==> src/rtl/pipe_stage_elastic.sv <==
// Elastic inter-stage register: valid/ready handshake, optional two-entry skid buffer,
// synchronous flush to a bubble and a sticky halt latch that stops intake.
module pipe_stage_elastic #(
   parameter int                DATA_W      = 96,
   parameter int                CTRL_W      = 32,
   parameter logic [CTRL_W-1:0] BUBBLE_CTRL = {CTRL_W{1'b0}},
   parameter bit                SKID        = 1'b1
) (
   input  logic              clk,
   input  logic              reset,
   input  logic              flush,
   input  logic              in_valid,
   output logic              in_ready,
   input  logic [DATA_W-1:0] in_data,
   input  logic [CTRL_W-1:0] in_ctrl,
   input  logic              in_halt,
   output logic              out_valid,
   input  logic              out_ready,
   output logic [DATA_W-1:0] out_data,
   output logic [CTRL_W-1:0] out_ctrl,
   output logic              out_halt,
   output logic              halted,
   output logic [1:0]        occupancy
);

   logic              main_valid_q, main_valid_d;
   logic [DATA_W-1:0] main_data_q,  main_data_d;
   logic [CTRL_W-1:0] main_ctrl_q,  main_ctrl_d;
   logic              main_halt_q,  main_halt_d;
   logic              skid_valid_q, skid_valid_d;
   logic [DATA_W-1:0] skid_data_q,  skid_data_d;
   logic [CTRL_W-1:0] skid_ctrl_q,  skid_ctrl_d;
   logic              skid_halt_q,  skid_halt_d;
   logic              halted_q,     halted_d;
   logic              in_fire, out_fire, main_load;

   // With the skid buffer, in_ready looks only at registered state.
   assign in_ready  = SKID ? (!skid_valid_q && !halted_q)
                           : ((!main_valid_q || out_ready) && !halted_q);
   assign in_fire   = in_valid && in_ready;
   assign out_fire  = main_valid_q && out_ready;
   assign main_load = !main_valid_q || out_fire;

   always_comb begin
      main_valid_d = main_valid_q;
      main_data_d  = main_data_q;
      main_ctrl_d  = main_ctrl_q;
      main_halt_d  = main_halt_q;
      skid_valid_d = skid_valid_q;
      skid_data_d  = skid_data_q;
      skid_ctrl_d  = skid_ctrl_q;
      skid_halt_d  = skid_halt_q;
      halted_d     = halted_q || (in_fire && in_halt);

      if (flush) begin
         main_valid_d = 1'b0;
         main_ctrl_d  = BUBBLE_CTRL;
         main_halt_d  = 1'b0;
         skid_valid_d = 1'b0;
      end else if (main_load) begin
         if (skid_valid_q) begin
            main_valid_d = 1'b1;
            main_data_d  = skid_data_q;
            main_ctrl_d  = skid_ctrl_q;
            main_halt_d  = skid_halt_q;
            skid_valid_d = 1'b0;
         end else if (in_fire) begin
            main_valid_d = 1'b1;
            main_data_d  = in_data;
            main_ctrl_d  = in_ctrl;
            main_halt_d  = in_halt;
         end else begin
            main_valid_d = 1'b0;
            main_ctrl_d  = BUBBLE_CTRL;
            main_halt_d  = 1'b0;
         end
      end else if (SKID && in_fire) begin
         // Main is stalled, so the accepted beat parks in the skid entry.
         skid_valid_d = 1'b1;
         skid_data_d  = in_data;
         skid_ctrl_d  = in_ctrl;
         skid_halt_d  = in_halt;
      end
   end

   always_ff @(posedge clk or negedge reset) begin
      if (!reset) begin
         main_valid_q <= 1'b0;
         main_data_q  <= '0;
         main_ctrl_q  <= BUBBLE_CTRL;
         main_halt_q  <= 1'b0;
         skid_valid_q <= 1'b0;
         skid_data_q  <= '0;
         skid_ctrl_q  <= BUBBLE_CTRL;
         skid_halt_q  <= 1'b0;
         halted_q     <= 1'b0;
      end else begin
         main_valid_q <= main_valid_d;
         main_data_q  <= main_data_d;
         main_ctrl_q  <= main_ctrl_d;
         main_halt_q  <= main_halt_d;
         skid_valid_q <= skid_valid_d;
         skid_data_q  <= skid_data_d;
         skid_ctrl_q  <= skid_ctrl_d;
         skid_halt_q  <= skid_halt_d;
         halted_q     <= halted_d;
      end
   end

   assign out_valid = main_valid_q;
   assign out_data  = main_data_q;
   assign out_ctrl  = main_ctrl_q;
   assign out_halt  = main_halt_q;
   assign halted    = halted_q;
   assign occupancy = {1'b0, main_valid_q} + {1'b0, skid_valid_q};

endmodule

==> config.mk <==
export PLATFORM = sky130hd
export DESIGN_NAME = pipe_stage_elastic
export DESIGN_NICKNAME = d
export VERILOG_FILES = /design/src/rtl/pipe_stage_elastic.sv
export SDC_FILE = /design/constraint.sdc
export NUM_CORES = 1
export LEC_CHECK = 0
export BUFFER_PORTS_ARGS = -buffer_cell sky130_fd_sc_hd__buf_2
export CAP_MARGIN = 10
export CORE_UTILIZATION = 30
export DETAILED_ROUTE_END_ITERATION = 12
export SYNTH_ARGS = -nofsm -noshare
export SYNTH_HDL_FRONTEND = slang
export SYNTH_SLANG_ARGS = --single-unit
==> constraint.sdc <==
create_clock -name clk -period 3.2 [get_ports clk]
set_input_delay 0.48 -clock clk [delete_from_list [all_inputs] [get_ports clk]]
set_output_delay 0.48 -clock clk [all_outputs]
set_load 0.02 [all_outputs]
# Word-level counts from Yosys, hierarchy flattened
# Index checks and enable logic that the tools add are counted.
# totals
mem_bits_ro	0
memories	0
ram_bits	0
latch_bits	0
register_bits	261
elab_cells	43
output_inout_bits	134
# classes
n_mul	0
n_reduce_logical	14
eq_ne	0
bitwise_logic	2
div	0
mux	17
n_lt_le_gt_ge	0
n_shift	0
n_addsub	1
# op_table
op	count
$mux W96	2
$mux W32	4
$mux W1	11
$reduce_and A3 Y1	2
$logic_and A1 B1 Y1	4
$reduce_bool A2 Y1	2
$logic_not A1 Y1	3
$reduce_bool A3 Y1	1
$add A1 B1 Y2	1
$logic_or A1 B1 Y1	2
$not A1 Y1	2

# Logic depth before layout (Yosys ltp)
# Gate-level depths: netlist of run 1.
# depth
ltp_word	7
ltp_mapped	6
depth_no_buf	3

# Worst setup path before layout of run 1
# Ideal clock, no wire load.
# synth_path
kind	reg-to-reg
startpoint	register halted_q, in the netlist halted
endpoint	register main_data_q[30], in the netlist out_data[30]
n_path_buf	2
setup_ns	0.127
t_arrival_ns	1.689
stages_incl_launch_ff	6
period_less_slack_ns	1.816
slack_ns	1.384
path_cell_list	dfrtp_1 > nand2b_1 > a211oi_2 > buf_4 > buf_6 > mux2_1
# synth_via
elab_chain_len	5
# synth_lines
element	line_no	source
start: declaration	34	logic halted_q, halted_d;
start signal: assignment	106	halted_q <= halted_d;
$logic_not A1 Y1	--	
$logic_and A1 B1 Y1	38	assign in_ready = SKID ? (!skid_valid_q && !halted_q)
$logic_and A1 B1 Y1	40	assign in_fire = in_valid && in_ready;
$reduce_bool A2 Y1 (no line)	--	
$reduce_and A3 Y1 (no line)	--	
end signal: assignment	99	main_data_q <= main_data_d;
end: declaration	27	logic [DATA_W-1:0] main_data_q, main_data_d;
# No other way between the ends.
# A chain may end at the register's enable or synchronous reset.

# Worst setup path after layout of run 1
# layout_path
startpoint	register skid_valid_q
endpoint	output port occupancy[0]
# layout_via
elab_chain_len	1
# layout_lines
element	line_no	source
start: declaration	30	logic skid_valid_q, skid_valid_d;
start signal: assignment	102	skid_valid_q <= skid_valid_d;
$add A1 B1 Y2	115	assign occupancy = {1'b0, main_valid_q} + {1'b0, skid_valid_q};
end: declaration	23	output logic [1:0] occupancy
# No other way between the ends.

==> results of run 1 <==
cell usage after synthesis, drive strengths merged:
master,number,area [um^2]
a221o,32,320
clkbuf,10,37.5
nor3,1,5.00
nor2b,1,6.26
a221oi,1,8.76
nor2,1,3.75
or2,1,6.26
and2,32,200
a211oi,2,20.0
inv,2,7.50
nor3b,3,43.8
buf,34,259
a31o,1,8.76
nand2b,1,6.26
ha,1,12.5
a21boi,1,7.51
nand2,1,3.75
mux2,321,3610
dfrtp,261,6530
worst reg2reg max path, stage by stage (launching register included):
cell and delay, ns:
dfrtp_4 0.53, nor3b_2 0.34, nand2_4 0.18, buf_4 0.37
mux2_1 0.44
layout make-up:
type	count	area [um^2]
Clock inverter	7	110
Timing Repair Buffer	284	1540
Antenna cell	2	5.00
Inverter	2	7.51
Fill cell	3458	22600
Multi-Input combinational cell	400	4290
Clock buffer	45	896
Tap cell	468	586
Sequential cell	261	6540
state kept, by name, indices dropped and copies added (netlist names):
register	flops
skid_ctrl_q	32
skid_halt_q	1
out_ctrl	32
out_valid	1
out_data	96
skid_data_q	96
out_halt	1
skid_valid_q	1
halted	1
layer usage:
layer  vias to the layer above  wire length (um)  track usage, %
li1                       3122                 -               -
met2                       169             12000            22.9
met5                         -                17               0
met4                         2               565            3.53
met1                      3483             10600            16.2
met3                        38              1870            4.69
stage by stage:
step	total power, mW	util, %
3_5_place_dp	5.05	35.5
3_3_place_gp	5.02	35.5
5_1_grt	8.83	38.2
4_1_cts	8.61	38.2
6_report	8.44	38.3
2_1_floorplan	4.49	-
timing repair:
item / CTS / global route
endpoints found under the hold margin: 66 / 0
setup endpoints to repair: 0 / 0
hold buffers: 1 / 0
cell families (layout without fill, tap and decap cells):
kind of cell             Yosys count  count (layout)  synth area share (%)
multiplexers                     321             321                  32.6
buffers and inverters             46             338                  2.74
adder cells (fa/ha/maj)            1               1                 0.113
other                              0               2                     0
flip-flops                       261             261                  58.8
AO/OA/AOI/OAI                     37              37                  3.29
AND/OR/NAND/NOR                   41              41                  2.48
worst max-delay path by stage:
stage / from / endpoint / cells after the start
5_1_grt: skid_valid_q / skid_data_q[38] / 4
3_5_place_dp: in_valid / skid_ctrl_q[8] / 5
6_report: skid_valid_q / occupancy[0] / 2
3_3_place_gp: in_valid / skid_ctrl_q[4] / 5
4_1_cts: skid_valid_q / occupancy[0] / 2
2_1_floorplan: halted / out_data[30] / 5
power groups by stage:
stage	clock, mW	combinational, mW	sequential [mW]
after detailed placement	0	1.19	3.86
after CTS	3.61	1.20	3.80
after global routing	3.72	1.27	3.84
after global placement	0	1.18	3.84
after floorplan	0	0.312	4.18
final	3.48	1.17	3.80
==> flow_summary.toml, run 1 <==
[status]
outcome = "complete, no violations"

[setup_path]
critPathSlowestCell = "dfrtp_4"
r2r_start = "skid_valid_q"
reg2reg_depth = 4
worst_ep_required_time_ns = 2.72
cp_cell_sequence = "ha_1, buf_2"
crit_path_max_incr_delay_ns = 0.53
crit_buf_inv = 1
cp_top_family = "flip-flops"
setup.worst_path.class = "flip-flop to output port"
worstPathArrival_ns = 1.51
r2r_slack_ns = 1.23
reg2reg_to = "skid_data_q[38]"
cp-start-kind = "flip-flop"
crit_fanout = 6
worstSetupEndpointType = "output port"

[worst_hold_path]
hold_start = "in_data[21]"
worstHoldEndpoint = "skid_data_q[21]"
whs_path_depth = 2
hp-class = "input port to flip-flop"

[power_and_ir_drop]
clkPwrFrac_pct = 41.2
switching_share_pct = 25.6
power_leakage_nw = 7.02
p_comb_share_pct = 13.9
powerDensity_mw_per_mm2 = 604
power_frac_seq_pct = 45.0
ir_worst_vdd_mv = 0.448
switching_power_mw = 2.16
intPower_mw = 6.29

[yosys]
ys_ff_latch = 261
synth_cells = 707
syn_area_per_cell_um2 = 15.7
syn-cell-area_mm2 = 0.0111
synth_cell_types = 25
yosys_warnings = 0
ys_seq_area_share_pct = 58.8
synthesis.nets = 842

[drt]
via_per_inst = 4.64
vias = 6814
ant_nets = 0
drc = 0
wl_mm = 25.1
avgRoutedWirePerCell_um = 17.1
dr.pass1.iters = 4
drt_iter0_markers = 227

[sta]
slew_violations = 0
rsz0062_at_grt = "false"
slew_headroom_pct = 56.2
fin_crit_ns = 1.99
fin_hold_ws_ns = 0.146
max_freq_ghz = 0.504
tns_ns = 0
worst_slack_ns = 1.21
finalHoldViolations = 0
finalSetupViolCount = 0
timing.final.crit_share_pct = 62.0
skew_ns = 0.0136
worst_slew_pin_slew_ns = 0.657

[die]
fp.coreArea_mm2 = 0.0365
initial_utilization_pct = 30.4
core.rowCount = 70
dieHeight_um = 194
die-area_mm2 = 0.0378
ios = 268
die_w_um = 194

[finish]
final_cell_mix = "buf_2, dfrtp_1, mux2_2"
layout_commonest_cell = "buf_2"
finalNetCount = 1113
finalInstanceArea_mm2 = 0.0140
area_growth_pct = 25.8
drive_gt1_share_pct = 52.3
fin_cells = 1469

[clock_tree]
cts_num_sinks = 261
clk_pin_slew_worst_paths_ns = 0.06
post_cts_buffers = 0
cts-buffers-inserted = 29
clk_latency_ns = 0.56
ctsResizeCount = 0
root_buffer = "clkbuf_16"
cts_max_path_buffers = 3
htree_levels = 1
cts_tree = "yes"

[place]
io_buffer_count = 267
dpl.cell_count = 1414
pre_cts_slack_ns = 1.11
detailed_place_hpwl_mm = 15.9
postPlaceCellArea_mm2 = 0.0130
globalplace.congestion = 0.759

[grt]
overflow = 0
grt_max_degree = 97
antenna_found_initial = 3
grt_pass1_wl_mm = 40.9
grtUsageTotal_pct = 13.5
grt_pass1_vias = 7282

[job]
cap_violations = 0
(Power assumes the default switching activity.)
==> run 2: changes to the inputs <==
==> constraint.sdc (replaced) <==
create_clock -name clk -period 1.8 [get_ports clk]
set_input_delay 0.27 -clock clk [delete_from_list [all_inputs] [get_ports clk]]
set_output_delay 0.27 -clock clk [all_outputs]
set_load 0.02 [all_outputs]
==> run 2 against run 1 <==
The flow now finishes with violations (setup timing); critical path depth grew 1; count of clock-buffer cells in the layout shrank 4; worst hold slack gained 0.011 ns; core utilization grew 7.1 points; power grew 85%; global-route usage grew 0.92 points; combinational power grew 130%; first-iteration DRC count shrank 37%; sequential power grew 78%; clock power grew 78%; via count grew 11%; critical path type unchanged; largest cell class unchanged.
==> flow_summary.toml, run 2 (synthesized netlist as in run 1, its figures left out) <==
[sta]
fin_hold_ws_ns = 0.157
timing.final.crit_share_pct = 103
fin_crit_ns = 1.86
tns_ns = -1.69
finalHoldViolations = 0
slew_violations = 0
rsz0062_at_grt = "true"
finalSetupViolCount = 108
slew_headroom_pct = 75.5
skew_ns = 0.00797
worst_slack_ns = -0.0622
worst_slew_pin_slew_ns = 0.367
max_freq_ghz = 0.537

[clock_tree]
cts_tree = "yes"
clk_pin_slew_worst_paths_ns = 0.06
cts_max_path_buffers = 3
cts_num_sinks = 261
cts-buffers-inserted = 30
htree_levels = 1
clk_latency_ns = 0.56
root_buffer = "clkbuf_16"

[setup_path]
cp_cell_sequence = "buf_16, ha_4, buf_6"
crit_buf_inv = 2
worstPathArrival_ns = 1.59
worstSetupEndpointType = "output port"
cp-start-kind = "flip-flop"
crit_fanout = 3
crit_path_max_incr_delay_ns = 0.51
worst_ep_required_time_ns = 1.53
setup.worst_path.class = "flip-flop to output port"
critPathSlowestCell = "dfrtp_4"
cp_top_family = "flip-flops"

[grt]
grt_pass1_wl_mm = 43.9
antenna_found_initial = 1
grtUsageTotal_pct = 14.4
grt_max_degree = 67
overflow = 0
grt_pass1_vias = 8144

[power_and_ir_drop]
powerDensity_mw_per_mm2 = 941
ir_worst_vdd_mv = 0.678
power_leakage_nw = 8.24
p_total_mw = 15.6

[finish]
area_growth_pct = 49.2
finalInstanceArea_mm2 = 0.0166
final_core_util_pct = 45.4
finalNetCount = 1286
layout_commonest_cell = "buf_2"
drive_gt1_share_pct = 52.6
fin_cells = 1639
final_cell_mix = "buf_2, dfrtp_1, dlygate4sd3_1"

[place]
pre_cts_slack_ns = 0.0960
globalplace.congestion = 0.740
io_buffer_count = 267
detailed_place_hpwl_mm = 16.7
postPlaceCellArea_mm2 = 0.0133
dpl.cell_count = 1429

[drt]
vias = 7579
drt_iter0_markers = 142
via_per_inst = 4.62
ant_nets = 0
wl_mm = 29.9
avgRoutedWirePerCell_um = 18.2
drc = 0
dr.pass1.iters = 4

[die]
fp.coreArea_mm2 = 0.0365
initial_utilization_pct = 30.4
core.rowCount = 70
die_w_um = 194
ios = 268
dieHeight_um = 194
die-area_mm2 = 0.0378

[job]
cap_violations = 0

[worst_hold_path]
hp-class = "input port to async pin"

[status]
failed_checks = "setup timing"
outcome = "complete, but fails checks"
[run 2: cell count changes in the layout (fill, tap and decap cells not counted), sizes merged]
cell | previous run | this run
bufbuf | 0 | 1
clkinv | 4 | 6
dlygate4sd3 | 1 | 133
clkinvlp | 0 | 1
buf | 283 | 310
diode | 2 | 1
clkbuf | 45 | 53
[run 2: per-layer routing]
metal  vias up  track usage (%)  share of wire [%]
met3        43             3.57                5.5
met4         0             4.53                1.9
met1      3885             17.4                 44
met2       192             25.0                 49
met5         -                0                  0
li1       3459                -                  -
[run 2: power breakdown]
group          switching (mW)  internal (mW)
Sequential              0.302           6.47
Combinational            1.29           1.35
Clock                    2.44           3.74
[run 2: what timing repair did]
item	CTS	global route
hold buffers	133	0
resized for setup	11	125
buffers inserted	5	4
endpoints found under the setup margin	3	260
gates cloned	3	14
pin swaps	2	2
endpoints found under the hold margin	326	0
[run 2: worst paths after layout]
path	startpoint	to	slack, ns	depth (start not counted)
setup / recovery	skid_valid_q	occupancy[0]	-0.06	3
hold / removal	reset	skid_data_q[70]	0.16	2
setup reg to reg	skid_valid_q	skid_data_q[50]	-0.04	5
hold reg to reg	out_data[37]	out_data[37]	0.48	1
max in group asynchronous	reset	out_ctrl[15]	1.00	4
min in group clk	out_ready	skid_valid_q	0.31	4
[run 2: layout make-up]
cell class / count / area [um^2]
clock inverter: 10 / 128
fill: 3220 / 20000
timing repair buffer: 456 / 3710
inverter: 2 / 12.5
sequential: 261 / 6540
antenna: 1 / 2.50
tap: 468 / 586
multi-input combinational: 400 / 4730
clock buffer: 41 / 863
[run 2: worst register-to-register path, stage by stage (launching register included)]
cell and delay (ns):
dfrtp_4 0.51, buf_6 0.15, nor3b_4 0.23, nand2_4 0.18, clkbuf_16 0.28, mux2_1 0.37
==> run 3: changes to the inputs <==
==> constraint.sdc (replaced) <==
create_clock -name clk -period 1.7 [get_ports clk]
set_input_delay 0.255 -clock clk [delete_from_list [all_inputs] [get_ports clk]]
set_output_delay 0.255 -clock clk [all_outputs]
set_load 0.02 [all_outputs]
==> run 3 against run 2 <==
The run still ends with setup timing left; power increased by 5.4%; sequential cell count did not move; first-iteration DRC count up 21%; cell count grew 0.73%; design area up 0.66%; largest power group unchanged.
==> flow_summary.toml, run 3 (synthesized netlist as in run 1, its figures left out) <==
[status]
outcome = "complete, but fails checks"
failed_checks = "setup timing"

[finish]
seq_area_mm2 = 0.00654
layout_commonest_cell = "buf_2"
area_growth_pct = 50.2
finalNetCount = 1296
diodes = 0
fillerInstances = 3263
final_cell_mix = "buf_2, dfrtp_1, dlygate4sd3_1"
multi_input_area_mm2 = 0.00478
drive_gt1_share_pct = 52.9

[drt]
dr.pass1.iters = 4
drc = 0
wl_mm = 30.7
avgRoutedWirePerCell_um = 18.6
drt_iter0_markers = 172
ant_nets = 0
via_per_inst = 4.64
vias = 7664

[grt]
overflow = 0
grt_pass1_wl_mm = 44.6
grt_max_degree = 67
antenna_found_initial = 0
grtUsageTotal_pct = 14.6
grt_pass1_vias = 8215

[clock_tree]
clk_latency_ns = 0.54
htree_levels = 1
cts_max_path_buffers = 3
root_buffer = "clkbuf_16"
cts_num_sinks = 261
clk_pin_slew_worst_paths_ns = 0.06
cts_tree = "yes"
cts-buffers-inserted = 30

[setup_path]
r2r_slack_ns = -0.15
setup.worst_path.class = "flip-flop to flip-flop"
crit_path_max_incr_delay_ns = 0.51
crit_fanout = 5
cp_top_family = "flip-flops"
cp_cell_sequence = "buf_6, nor3b_4, nand2_4, buf_12, clkbuf_16, mux2_1"
critPathLaunch = "skid_valid_q"
reg2reg_depth = 6
critPathSlowestCell = "dfrtp_4"
cp-start-kind = "flip-flop"
worstPathArrival_ns = 2.27
worstSetupEndpointType = "flip-flop"
reg2reg_to = "skid_data_q[23]"
worst_ep_required_time_ns = 2.12
cp.depth = 6
r2r_start = "skid_valid_q"
crit_buf_inv = 3

[sta]
finalHoldViolations = 0
tns_ns = -17.21
skew_ns = 0.0114
max_freq_ghz = 0.541
worst_slew_pin_slew_ns = 0.421
slew_headroom_pct = 71.9
fin_crit_ns = 1.85
fin_hold_ws_ns = 0.101
slew_violations = 0
rsz0062_at_grt = "true"
worst_slack_ns = -0.147
finalSetupViolCount = 247
timing.final.crit_share_pct = 109

[power_and_ir_drop]
powerDensity_mw_per_mm2 = 986
power_leakage_nw = 8.31
ir_worst_vdd_mv = 0.709

[job]
cap_violations = 0

[die]
die_w_um = 194
ios = 268
fp.coreArea_mm2 = 0.0365
dieHeight_um = 194
initial_utilization_pct = 30.4
core.rowCount = 70
die-area_mm2 = 0.0378

[worst_hold_path]
hp-class = "input port to flip-flop"
worstHoldEndpoint = "out_halt"
whs_path_depth = 3
hold_start = "flush"

[place]
io_buffer_count = 267
globalplace.congestion = 0.756
detailed_place_hpwl_mm = 16.9
-- run 3: cell types whose count changed in the layout (fill, tap and decap cells not counted), moves of 2 or more --
cell and delta:
buf_12 -2, buf_4 +7, buf_6 +7, clkbuf_1 +4, dlygate4sd3_1 -2, mux2_1 +2
mux2_2 -13, mux2_4 +11
-- run 3: worst reg2reg max path: cells and delay by family, from the launching register on --
family / cells / cell delay, ns
buf+inv: 3 / 0.50
flops: 1 / 0.51
mux: 1 / 0.32
simple gates: 2 / 0.40
-- run 3: power breakdown --
| part | switching, mW | internal, mW | total [mW] |
|---|---|---|---|
| combinational | 1.37 | 1.47 | 2.84 |
| sequential | 0.338 | 6.86 | 7.19 |
| clock | 2.53 | 3.88 | 6.41 |
-- run 3: area by class of cell --
type / instances / share of cell area (%)
Inverter: 2 / 0.0600
Clock buffer: 46 / 5.35
Clock inverter: 8 / 0.555
Tap cell: 468 / 3.51
Timing Repair Buffer: 466 / 22.7
Sequential cell: 261 / 39.2
Multi-Input combinational cell: 400 / 28.7
-- run 3: worst max path at each step --
stage,endpoint,slack [ns]
floorplan,out_data[41],0.008
global placement,out_data[81],-0.006
detailed placement,out_data[72],-0.01
CTS,occupancy[0],-0.14
global route,skid_data_q[71],-0.16
finish,skid_data_q[23],-0.15
-- run 3: what timing repair did --
action                     4_1_cts  5_1_grt
gates resized for setup         15      148
hold buffers                   131        0
cloned                           3       17
pin swaps                        2        4
hold endpoints to repair       236        0
setup endpoints to repair       72      260
setup buffers                    4        6
-- run 3: layer usage --
| layer | vias up | track usage [%] | wire [um] |
|---|---|---|---|
| met5 | - | 0 | 0 |
| met4 | 0 | 4.23 | 583 |
| met3 | 36 | 3.47 | 1700 |
| met2 | 196 | 25.4 | 14900 |
| met1 | 3943 | 17.9 | 13500 |
| li1 | 3489 | - | - |
-- run 3: metrics by stage --
step / instance area (um^2) / power [mW] / setup WS, ns / instances / utilization [%]
CTS: 15700 / 16.3 / -0.142 / 1628 / 43.0
global route: 16700 / 17.2 / -0.163 / 1651 / 45.7
detailed placement: 13200 / 9.52 / -0.0124 / 1436 / 36.2
global placement: 13200 / 9.46 / -0.00599 / 1436 / 36.2
floorplan: 11100 / 8.45 / 0.00801 / 707 / -
finish: 16700 / 16.4 / -0.147 / 1651 / 45.7
